==> src/rtl/inst_encoder_if.sv <==
// Command stream and instruction-memory write port of the RV32I encoder.
// master = command source / memory sink, slave = the encoder itself.
// No logic; pure signal bundle.
interface inst_encoder_if #(
  parameter int ADDR_W = 12
);
  // command stream (valid/ready)
  logic              cmd_valid;
  logic              cmd_ready;
  logic [2:0]        cmd_fmt;
  logic [6:0]        cmd_opcode;
  logic [2:0]        cmd_fn3;
  logic [6:0]        cmd_fn7;
  logic [4:0]        cmd_rd;
  logic [4:0]        cmd_rs1;
  logic [4:0]        cmd_rs2;
  logic [31:0]       cmd_imm;
  logic              cmd_last;
  // instruction-memory write port (never stalls)
  logic              imem_we;
  logic [ADDR_W-1:0] imem_addr;
  logic [31:0]       imem_wdata;

  modport master (
    output cmd_valid, cmd_fmt, cmd_opcode, cmd_fn3, cmd_fn7,
           cmd_rd, cmd_rs1, cmd_rs2, cmd_imm, cmd_last,
    input  cmd_ready,
    input  imem_we, imem_addr, imem_wdata
  );

  modport slave (
    input  cmd_valid, cmd_fmt, cmd_opcode, cmd_fn3, cmd_fn7,
           cmd_rd, cmd_rs1, cmd_rs2, cmd_imm, cmd_last,
    output cmd_ready,
    output imem_we, imem_addr, imem_wdata
  );
endinterface

==> src/rtl/inst_encoder.sv <==
// Packs field-level RV32I commands into instruction words and writes them to consecutive imem addresses.
// Latency: a command accepted in cycle N is written (imem_we) in cycle N+2; one word per cycle.
// Backpressure: cmd_ready low outside LOAD, after the last/overflowing command, or when DEPTH words were taken.
module inst_encoder #(
  parameter int          ADDR_W   = 12,
  parameter int          DEPTH    = 4096,
  parameter logic [31:0] NOP_WORD = 32'h0000_0013
) (
  input  logic              clk,
  input  logic              rst_n,
  input  logic              start_i,
  input  logic [ADDR_W-1:0] base_addr_i,
  inst_encoder_if.slave     bus,
  output logic              busy_o,
  output logic              done_o,
  output logic              ovf_o,
  output logic [7:0]        err_cnt_o
);

  localparam int CNT_W = $clog2(DEPTH + 1);
  localparam logic [CNT_W-1:0] DEPTH_C  = CNT_W'(DEPTH);
  localparam logic [CNT_W-1:0] LAST_IDX = CNT_W'(DEPTH - 1);

  localparam logic [2:0] FMT_R = 3'd0;
  localparam logic [2:0] FMT_I = 3'd1;
  localparam logic [2:0] FMT_S = 3'd2;
  localparam logic [2:0] FMT_B = 3'd3;
  localparam logic [2:0] FMT_U = 3'd4;
  localparam logic [2:0] FMT_J = 3'd5;

  typedef enum logic [1:0] {ST_IDLE, ST_LOAD, ST_DONE, ST_OVF} state_t;

  // fields captured by stage 1
  typedef struct packed {
    logic [2:0]        fmt;
    logic [6:0]        op;
    logic [2:0]        fn3;
    logic [6:0]        fn7;
    logic [4:0]        rd;
    logic [4:0]        rs1;
    logic [4:0]        rs2;
    logic [31:0]       imm;
    logic              legal;
    logic              last;
    logic              ovf;
    logic [ADDR_W-1:0] addr;
  } s1_t;

  state_t            state_q;
  logic              busy_q, done_q, ovf_q;
  logic [ADDR_W-1:0] addr_q;
  logic [CNT_W-1:0]  cnt_q;
  logic              closed_q;   // last (or the overflowing command) already taken
  logic [7:0]        err_q;

  logic              s1_vld_q;
  s1_t               s1_q, s1_d;

  logic              s2_vld_q;
  logic [ADDR_W-1:0] s2_addr_q;
  logic [31:0]       s2_wdata_q;
  logic              s2_last_q, s2_ovf_q, s2_ill_q;

  logic              cmd_ready;
  logic              accept;
  logic              legal_d;
  logic              ovf_tag;
  logic signed [31:0] imm_s;
  logic              in_shift;
  logic              s1_shift;
  logic [31:0]       word_d;

  // ready depends on registered state only, never on cmd_valid
  assign cmd_ready = (state_q == ST_LOAD) && !closed_q && (cnt_q < DEPTH_C);
  assign accept    = bus.cmd_valid && cmd_ready;

  // this command is the final word that fits, either by count or by address wrap
  assign ovf_tag   = !bus.cmd_last && ((cnt_q == LAST_IDX) || (addr_q == '1));

  assign imm_s     = $signed(bus.cmd_imm);
  assign in_shift  = (bus.cmd_fn3 == 3'b001) || (bus.cmd_fn3 == 3'b101);
  assign s1_shift  = (s1_q.fn3 == 3'b001) || (s1_q.fn3 == 3'b101);

  // immediate range/alignment check on the incoming command
  always_comb begin
    legal_d = 1'b0;
    case (bus.cmd_fmt)
      FMT_R: legal_d = 1'b1;
      FMT_I: begin
        if (in_shift) legal_d = (imm_s >= 32'sd0) && (imm_s <= 32'sd31);
        else          legal_d = (imm_s >= -32'sd2048) && (imm_s <= 32'sd2047);
      end
      FMT_S: legal_d = (imm_s >= -32'sd2048) && (imm_s <= 32'sd2047);
      FMT_B: legal_d = (imm_s >= -32'sd4096) && (imm_s <= 32'sd4094) && !bus.cmd_imm[0];
      FMT_U: legal_d = (bus.cmd_imm[11:0] == 12'h000);
      FMT_J: legal_d = (imm_s >= -32'sd1048576) && (imm_s <= 32'sd1048574) && !bus.cmd_imm[0];
      default: legal_d = 1'b0;
    endcase
  end

  // stage-1 next value: raw fields plus legality and the target address
  always_comb begin
    s1_d       = s1_q;
    s1_d.fmt   = bus.cmd_fmt;
    s1_d.op    = bus.cmd_opcode;
    s1_d.fn3   = bus.cmd_fn3;
    s1_d.fn7   = bus.cmd_fn7;
    s1_d.rd    = bus.cmd_rd;
    s1_d.rs1   = bus.cmd_rs1;
    s1_d.rs2   = bus.cmd_rs2;
    s1_d.imm   = bus.cmd_imm;
    s1_d.legal = legal_d;
    s1_d.last  = bus.cmd_last;
    s1_d.ovf   = ovf_tag;
    s1_d.addr  = addr_q;
  end

  // RV32I bit placement; illegal commands collapse to the NOP word
  always_comb begin
    word_d = NOP_WORD;
    case (s1_q.fmt)
      FMT_R: word_d = {s1_q.fn7, s1_q.rs2, s1_q.rs1, s1_q.fn3, s1_q.rd, s1_q.op};
      FMT_I: begin
        if (s1_shift) word_d = {s1_q.fn7, s1_q.imm[4:0], s1_q.rs1, s1_q.fn3, s1_q.rd, s1_q.op};
        else          word_d = {s1_q.imm[11:0], s1_q.rs1, s1_q.fn3, s1_q.rd, s1_q.op};
      end
      FMT_S: word_d = {s1_q.imm[11:5], s1_q.rs2, s1_q.rs1, s1_q.fn3, s1_q.imm[4:0], s1_q.op};
      FMT_B: word_d = {s1_q.imm[12], s1_q.imm[10:5], s1_q.rs2, s1_q.rs1, s1_q.fn3,
                       s1_q.imm[4:1], s1_q.imm[11], s1_q.op};
      FMT_U: word_d = {s1_q.imm[31:12], s1_q.rd, s1_q.op};
      FMT_J: word_d = {s1_q.imm[20], s1_q.imm[10:1], s1_q.imm[11], s1_q.imm[19:12],
                       s1_q.rd, s1_q.op};
      default: word_d = NOP_WORD;
    endcase
    if (!s1_q.legal) word_d = NOP_WORD;
  end

  // two-stage pipeline, never stalls; reset drops anything in flight
  always_ff @(posedge clk or negedge rst_n) begin
    if (!rst_n) begin
      s1_vld_q   <= 1'b0;
      s1_q       <= '0;
      s2_vld_q   <= 1'b0;
      s2_addr_q  <= '0;
      s2_wdata_q <= '0;
      s2_last_q  <= 1'b0;
      s2_ovf_q   <= 1'b0;
      s2_ill_q   <= 1'b0;
    end else begin
      s1_vld_q <= accept;
      if (accept) s1_q <= s1_d;
      s2_vld_q <= s1_vld_q;
      if (s1_vld_q) begin
        s2_addr_q  <= s1_q.addr;
        s2_wdata_q <= word_d;
        s2_last_q  <= s1_q.last;
        s2_ovf_q   <= s1_q.ovf;
        s2_ill_q   <= !s1_q.legal;
      end
    end
  end

  // load sequencer: address/count bookkeeping, error count and status flags
  always_ff @(posedge clk or negedge rst_n) begin
    if (!rst_n) begin
      state_q  <= ST_IDLE;
      busy_q   <= 1'b0;
      done_q   <= 1'b0;
      ovf_q    <= 1'b0;
      addr_q   <= '0;
      cnt_q    <= '0;
      closed_q <= 1'b0;
      err_q    <= '0;
    end else begin
      case (state_q)
        ST_IDLE, ST_DONE, ST_OVF: begin
          if (start_i) begin
            state_q  <= ST_LOAD;
            busy_q   <= 1'b1;
            done_q   <= 1'b0;
            ovf_q    <= 1'b0;
            addr_q   <= base_addr_i;
            cnt_q    <= '0;
            closed_q <= 1'b0;
            err_q    <= '0;
          end
        end
        ST_LOAD: begin
          if (accept) begin
            addr_q <= addr_q + 1'b1;
            cnt_q  <= cnt_q + 1'b1;
            if (bus.cmd_last || ovf_tag) closed_q <= 1'b1;
          end
          if (s2_vld_q && s2_ill_q && (err_q != 8'hFF)) err_q <= err_q + 1'b1;
          // finish once the closing word has actually been written
          if (s2_vld_q && s2_last_q) begin
            state_q <= ST_DONE;
            busy_q  <= 1'b0;
            done_q  <= 1'b1;
          end else if (s2_vld_q && s2_ovf_q) begin
            state_q <= ST_OVF;
            busy_q  <= 1'b0;
            ovf_q   <= 1'b1;
          end
        end
        default: state_q <= ST_IDLE;
      endcase
    end
  end

  assign bus.cmd_ready  = cmd_ready;
  assign bus.imem_we    = s2_vld_q;
  assign bus.imem_addr  = s2_addr_q;
  assign bus.imem_wdata = s2_wdata_q;
  assign busy_o         = busy_q;
  assign done_o         = done_q;
  assign ovf_o          = ovf_q;
  assign err_cnt_o      = err_q;

endmodule

==> src/flat_wrapper.sv <==
// flat-port wrapper written by rule: the top's interface ports become plain ports
module inst_encoder_flat 
#(
  parameter int          ADDR_W   = 12,
  parameter int          DEPTH    = 4096,
  parameter logic [31:0] NOP_WORD = 32'h0000_0013
)
  (clk, rst_n, start_i, base_addr_i, busy_o, done_o, ovf_o, err_cnt_o, bus_cmd_valid, bus_cmd_fmt, bus_cmd_opcode, bus_cmd_fn3, bus_cmd_fn7, bus_cmd_rd, bus_cmd_rs1, bus_cmd_rs2, bus_cmd_imm, bus_cmd_last, bus_cmd_ready, bus_imem_we, bus_imem_addr, bus_imem_wdata);
  inst_encoder_if #(.ADDR_W(ADDR_W)) bus_i ();
  input  logic clk;
  input  logic rst_n;
  input  logic start_i;
  input  logic [ADDR_W-1:0] base_addr_i;
  output logic busy_o;
  output logic done_o;
  output logic ovf_o;
  output logic [7:0] err_cnt_o;
  input wire logic [$bits(bus_i.cmd_valid)-1:0] bus_cmd_valid;
  input wire logic [$bits(bus_i.cmd_fmt)-1:0] bus_cmd_fmt;
  input wire logic [$bits(bus_i.cmd_opcode)-1:0] bus_cmd_opcode;
  input wire logic [$bits(bus_i.cmd_fn3)-1:0] bus_cmd_fn3;
  input wire logic [$bits(bus_i.cmd_fn7)-1:0] bus_cmd_fn7;
  input wire logic [$bits(bus_i.cmd_rd)-1:0] bus_cmd_rd;
  input wire logic [$bits(bus_i.cmd_rs1)-1:0] bus_cmd_rs1;
  input wire logic [$bits(bus_i.cmd_rs2)-1:0] bus_cmd_rs2;
  input wire logic [$bits(bus_i.cmd_imm)-1:0] bus_cmd_imm;
  input wire logic [$bits(bus_i.cmd_last)-1:0] bus_cmd_last;
  output wire logic [$bits(bus_i.cmd_ready)-1:0] bus_cmd_ready;
  output wire logic [$bits(bus_i.imem_we)-1:0] bus_imem_we;
  output wire logic [$bits(bus_i.imem_addr)-1:0] bus_imem_addr;
  output wire logic [$bits(bus_i.imem_wdata)-1:0] bus_imem_wdata;
  assign bus_i.cmd_valid = bus_cmd_valid;
  assign bus_i.cmd_fmt = bus_cmd_fmt;
  assign bus_i.cmd_opcode = bus_cmd_opcode;
  assign bus_i.cmd_fn3 = bus_cmd_fn3;
  assign bus_i.cmd_fn7 = bus_cmd_fn7;
  assign bus_i.cmd_rd = bus_cmd_rd;
  assign bus_i.cmd_rs1 = bus_cmd_rs1;
  assign bus_i.cmd_rs2 = bus_cmd_rs2;
  assign bus_i.cmd_imm = bus_cmd_imm;
  assign bus_i.cmd_last = bus_cmd_last;
  assign bus_cmd_ready = bus_i.cmd_ready;
  assign bus_imem_we = bus_i.imem_we;
  assign bus_imem_addr = bus_i.imem_addr;
  assign bus_imem_wdata = bus_i.imem_wdata;
  inst_encoder #(.ADDR_W(ADDR_W), .DEPTH(DEPTH), .NOP_WORD(NOP_WORD)) u_core (.clk(clk), .rst_n(rst_n), .start_i(start_i), .base_addr_i(base_addr_i), .bus(bus_i), .busy_o(busy_o), .done_o(done_o), .ovf_o(ovf_o), .err_cnt_o(err_cnt_o));
endmodule
==> config.mk <==
export PLATFORM = sky130hd
export DESIGN_NAME = inst_encoder_flat
export DESIGN_NICKNAME = d
export VERILOG_FILES = /design/src/rtl/inst_encoder_if.sv /design/src/rtl/inst_encoder.sv /design/src/flat_wrapper.sv
export SDC_FILE = /design/constraint.sdc
export NUM_CORES = 1
export LEC_CHECK = 0
export CORE_ASPECT_RATIO = 0.8
export CORE_UTILIZATION = 35
export DETAILED_ROUTE_END_ITERATION = 12
export GPL_TIMING_DRIVEN = 0
export PLACE_DENSITY = 0.53
export SLEW_MARGIN = 20
export SYNTH_ARGS = -nofsm -noshare
export SYNTH_HDL_FRONTEND = slang
export SYNTH_SLANG_ARGS = --single-unit
==> constraint.sdc <==
create_clock -name clk -period 2.05 [get_ports clk]
set_clock_uncertainty 0.1 [all_clocks]
set_input_delay 0.615 -clock clk [delete_from_list [all_inputs] [get_ports clk]]
set_output_delay 0.615 -clock clk [all_outputs]
set_load 0.1 [all_outputs]
==> reports/metrics.csv <==
stage,metric,value,unit
route,Pre-antenna DRT Iters,4,
clock_network,Longest Clk Path Bufs,2,
finish,multi-input logic area,3130,um^2
synthesis,Yosys warning total,0,
route,DR vias,6392,
synthesis,Cells after Synth,826,
critical_path,CP max-delay cell,dfrtp_1,
global_route,first-pass GRT wire length,35300,um
global_route,Tot GR Track Use,20.7,%
outcome,failing checks,negative setup slack,
floorplanning,die area,22500,um^2
floorplanning,core area,21500,um^2
clock_network,CTS sink count,170,
floorplanning,die height,134,um
power_and_ir_drop,power density cells,1740,nW/um^2
route,final wirelength,22300,um
synthesis,share of the synthesized area in the top cell type,55.5,%
timing,RSZ-0062 raised after global routing,true,
global_route,grt ovf,0,
critical_path,crit-path cells,"nor4b_4, buf_6",
timing,Final Max Slew Viols,0,
critical_path,Crit path largest cell delay,410,ps
clock_network,"Reg clk slew, reported paths",60,ps
route,routed vias/inst,5.00,
finish,layout cell share with drive strength beyond 1,16.5,%
timing,final worst path period need,2220,ps
synthesis,Synth area leader,dfrtp_1,
power_and_ir_drop,Seq pwr share,33.0,%
power_and_ir_drop,Pwr Total,17.4,mW
global_route,initial antenna violation count,0,
outcome,status,"complete, but fails checks",
synthesis,Synth Area per Inst,9.28,um^2
finish,diode count,0,
floorplanning,Site Rows,48,
finish,Filler cells,2121,
power_and_ir_drop,sw frac,49.0,%
route,# DRC,0,
floorplanning,io pins,141,
synthesis,synth unique cells,60,
floorplanning,Die X,167,um
timing,Highest Clock Rate,451,MHz
timing,Final Hold Vio Count,0,
global_route,largest net degree at the start of global routing,94,
power_and_ir_drop,Clock Power Share,18.9,%
critical_path,Worst R2R Path Depth,4,
clock_network,CTS tree,built,
timing,Least-Margin Pin Slew,739,ps
route,routed len/inst,17.4,um
power_and_ir_drop,Combinational Power Share,48.1,%
power_and_ir_drop,leakage power,4.71,nW
hold_path,Worst Hold Class,flop to flop,
synthesis,main flop type after synthesis,dfrtp_1,
power_and_ir_drop,peak supply drop,0.752,mV
global_route,vias in the first global route,6190,
timing,final setup violation count,2,
critical_path,Critical Path AT,1500,ps
timing,Tcrit/Tclk final,108,%
place,DP HPWL,15900,um
clock_network,worst-skew pair later-pin latency,430,ps
route,violation count after the first detailed-route iteration,525,
power_and_ir_drop,Psw,8.51,mW
clock_network,CTS Buf Count,17,
clock_network,Root Driver,clkbuf_16,
place,port bufs,139,
synthesis,Seq cells post-synth,170,
clock_network,H-tree Lvls,4,
finish,fin nets,1079,
finish,register area,4260,um^2
place,GPL Wtd Cong,0.796,
finish,area grow syn2layout,30.3,%
timing,Setup WS post-layout,-168,ps
hold_path,worst hold path depth,0,
finish,most frequent cells in the layout,"nand2_1, dfrtp_1, clkdlybuf4s50_1",
synthesis,Syn Nets,913,
synthesis,Post-synth EDFFs,0,
synthesis,"top cells by area, synth","dfrtp_1, nand2_1, o22ai_1",
place,pre-CTS setup slack,-696,ps
critical_path,CP Data Required Time,1330,ps
critical_path,type of origin of the critical path,flop,
synthesis,sequential area share after synthesis,55.5,%
finish,"most common cell after layout, fill and taps aside",nand2_1,
floorplanning,Starting Density,35.6,%
run,MaxCap Viol Count,0,
route,ANT nets after route,0,
power_and_ir_drop,P_int,8.86,mW
critical_path,crit-path max FO,2,
synthesis,Post-synth ARST share,100,%
critical_path,critical path class,flop to primary output,
synthesis,post-synthesis instance area,7660,um^2
critical_path,Worst R2R Setup Slack,80,ps
critical_path,CP Capture Type,primary output,
timing,slew margin rel.,50.6,%
synthesized netlist by cell type, types with 3 or more instances:
| cell | count |
|---|---|
| a21oi_1 | 31 |
| a222oi_1 | 6 |
| a22oi_1 | 5 |
| a31oi_1 | 3 |
| and3_1 | 5 |
| buf_1 | 5 |
| buf_2 | 14 |
| buf_4 | 5 |
| clkbuf_1 | 15 |
| dfrtp_1 | 170 |
| ha_1 | 3 |
| inv_1 | 39 |
| mux2_2 | 15 |
| mux2i_1 | 10 |
| nand2_1 | 268 |
| nand2b_1 | 6 |
| nand3_1 | 18 |
| nand4_1 | 19 |
| nor2_1 | 36 |
| nor2b_1 | 13 |
| nor3_1 | 11 |
| nor3_2 | 3 |
| nor3b_1 | 3 |
| nor4_1 | 8 |
| o21ai_0 | 23 |
| o22a_1 | 6 |
| o22ai_1 | 29 |
| or3_1 | 4 |
| xnor2_1 | 7 |
| xor2_1 | 7 |
metrics by stage:
stage	TNS, ps	instance area (um^2)	hold WS, ps	instances	utilization (%)
final	-194	9980	366	1279	46.4
after floorplan	-49350	7760	219	826	-
after global routing	-320	9980	382	1279	46.4
after CTS	-191	9960	358	1276	46.3
after detailed placement	-16780	9570	291	1242	44.5
after global placement	-1231290	9500	344	1240	44.2
final timing paths:
path	startpoint	to
worst max-delay path	u_core.closed_q	bus_cmd_ready
worst min-delay path	u_core.s1_vld_q	u_core.bus.imem_we
worst max register to register	u_core.s1_q[80]	u_core.bus.imem_wdata[26]
worst min register to register	u_core.s1_vld_q	u_core.bus.imem_we
max in group asynchronous	rst_n	u_core.s1_q[11]
min in group asynchronous	rst_n	u_core.err_cnt_o[7]
per-layer routing:
metal | share of wire [%] | track usage (%)
met2 | 43 | 30.1
met1 | 51 | 31.3
met4 | 0.92 | 4.59
met5 | 0 | 0
met3 | 5.1 | 4.40
registers in the layout, summed over array words and instances (netlist names):
signal / flops
u_core.s1_q: 82
u_core.bus.imem_wdata: 32
u_core.cnt_q: 13
u_core.addr_q: 12
u_core.bus.imem_addr: 12
u_core.err_cnt_o: 8
u_core.state_q: 2
u_core.bus.imem_we: 1
u_core.busy_o: 1
u_core.closed_q: 1
u_core.done_o: 1
u_core.ovf_o: 1
u_core.s1_vld_q: 1
u_core.s2_ill_q: 1
u_core.s2_last_q: 1
u_core.s2_ovf_q: 1
power by group through the flow:
stage	combinational, mW	clock, mW	sequential (mW)
global placement	8.53	0	5.77
CTS	8.37	3.34	5.73
global route	8.98	3.49	5.92
finish	8.35	3.28	5.74
floorplan	3.41	0	8.49
detailed placement	8.63	0	5.78
critical path, delay by kind of cell (launching register included):
kind,cells,cell delay (ps)
buf+inv,1,280
flops,1,410
simple gates,1,390
logic make-up (layout without fill, tap and decap cells):
family,after synthesis,after routing,synth area share [%]
AOI/OAI and AO/OA,127,127,10.7
buffers and inverters,80,258,4.49
and+or+nand+nor,407,407,23.6
adders and majority gates,3,3,0.490
xor gates and xnor gates,14,14,1.60
DFF,170,170,55.5
muxes,25,25,3.51
area by class of cell:
| type | instances | area share, % |
|---|---|---|
| Inverter | 40 | 1.53 |
| Sequential cell | 170 | 42.7 |
| Buffer | 40 | 2.74 |
| Clock buffer | 20 | 4.57 |
| Clock inverter | 11 | 1.37 |
| Tap cell | 275 | 3.45 |
| Timing Repair Buffer | 147 | 12.3 |
| Multi-Input combinational cell | 576 | 31.4 |
what timing repair did:
item,in CTS,in global routing
pin swaps,1,1
gates resized for setup,286,22
buffers inserted,2,3
setup endpoints to repair,69,22
endpoints found under the hold margin,1,0
hold buffers,1,0
Power figures use the tool's default switching activity.
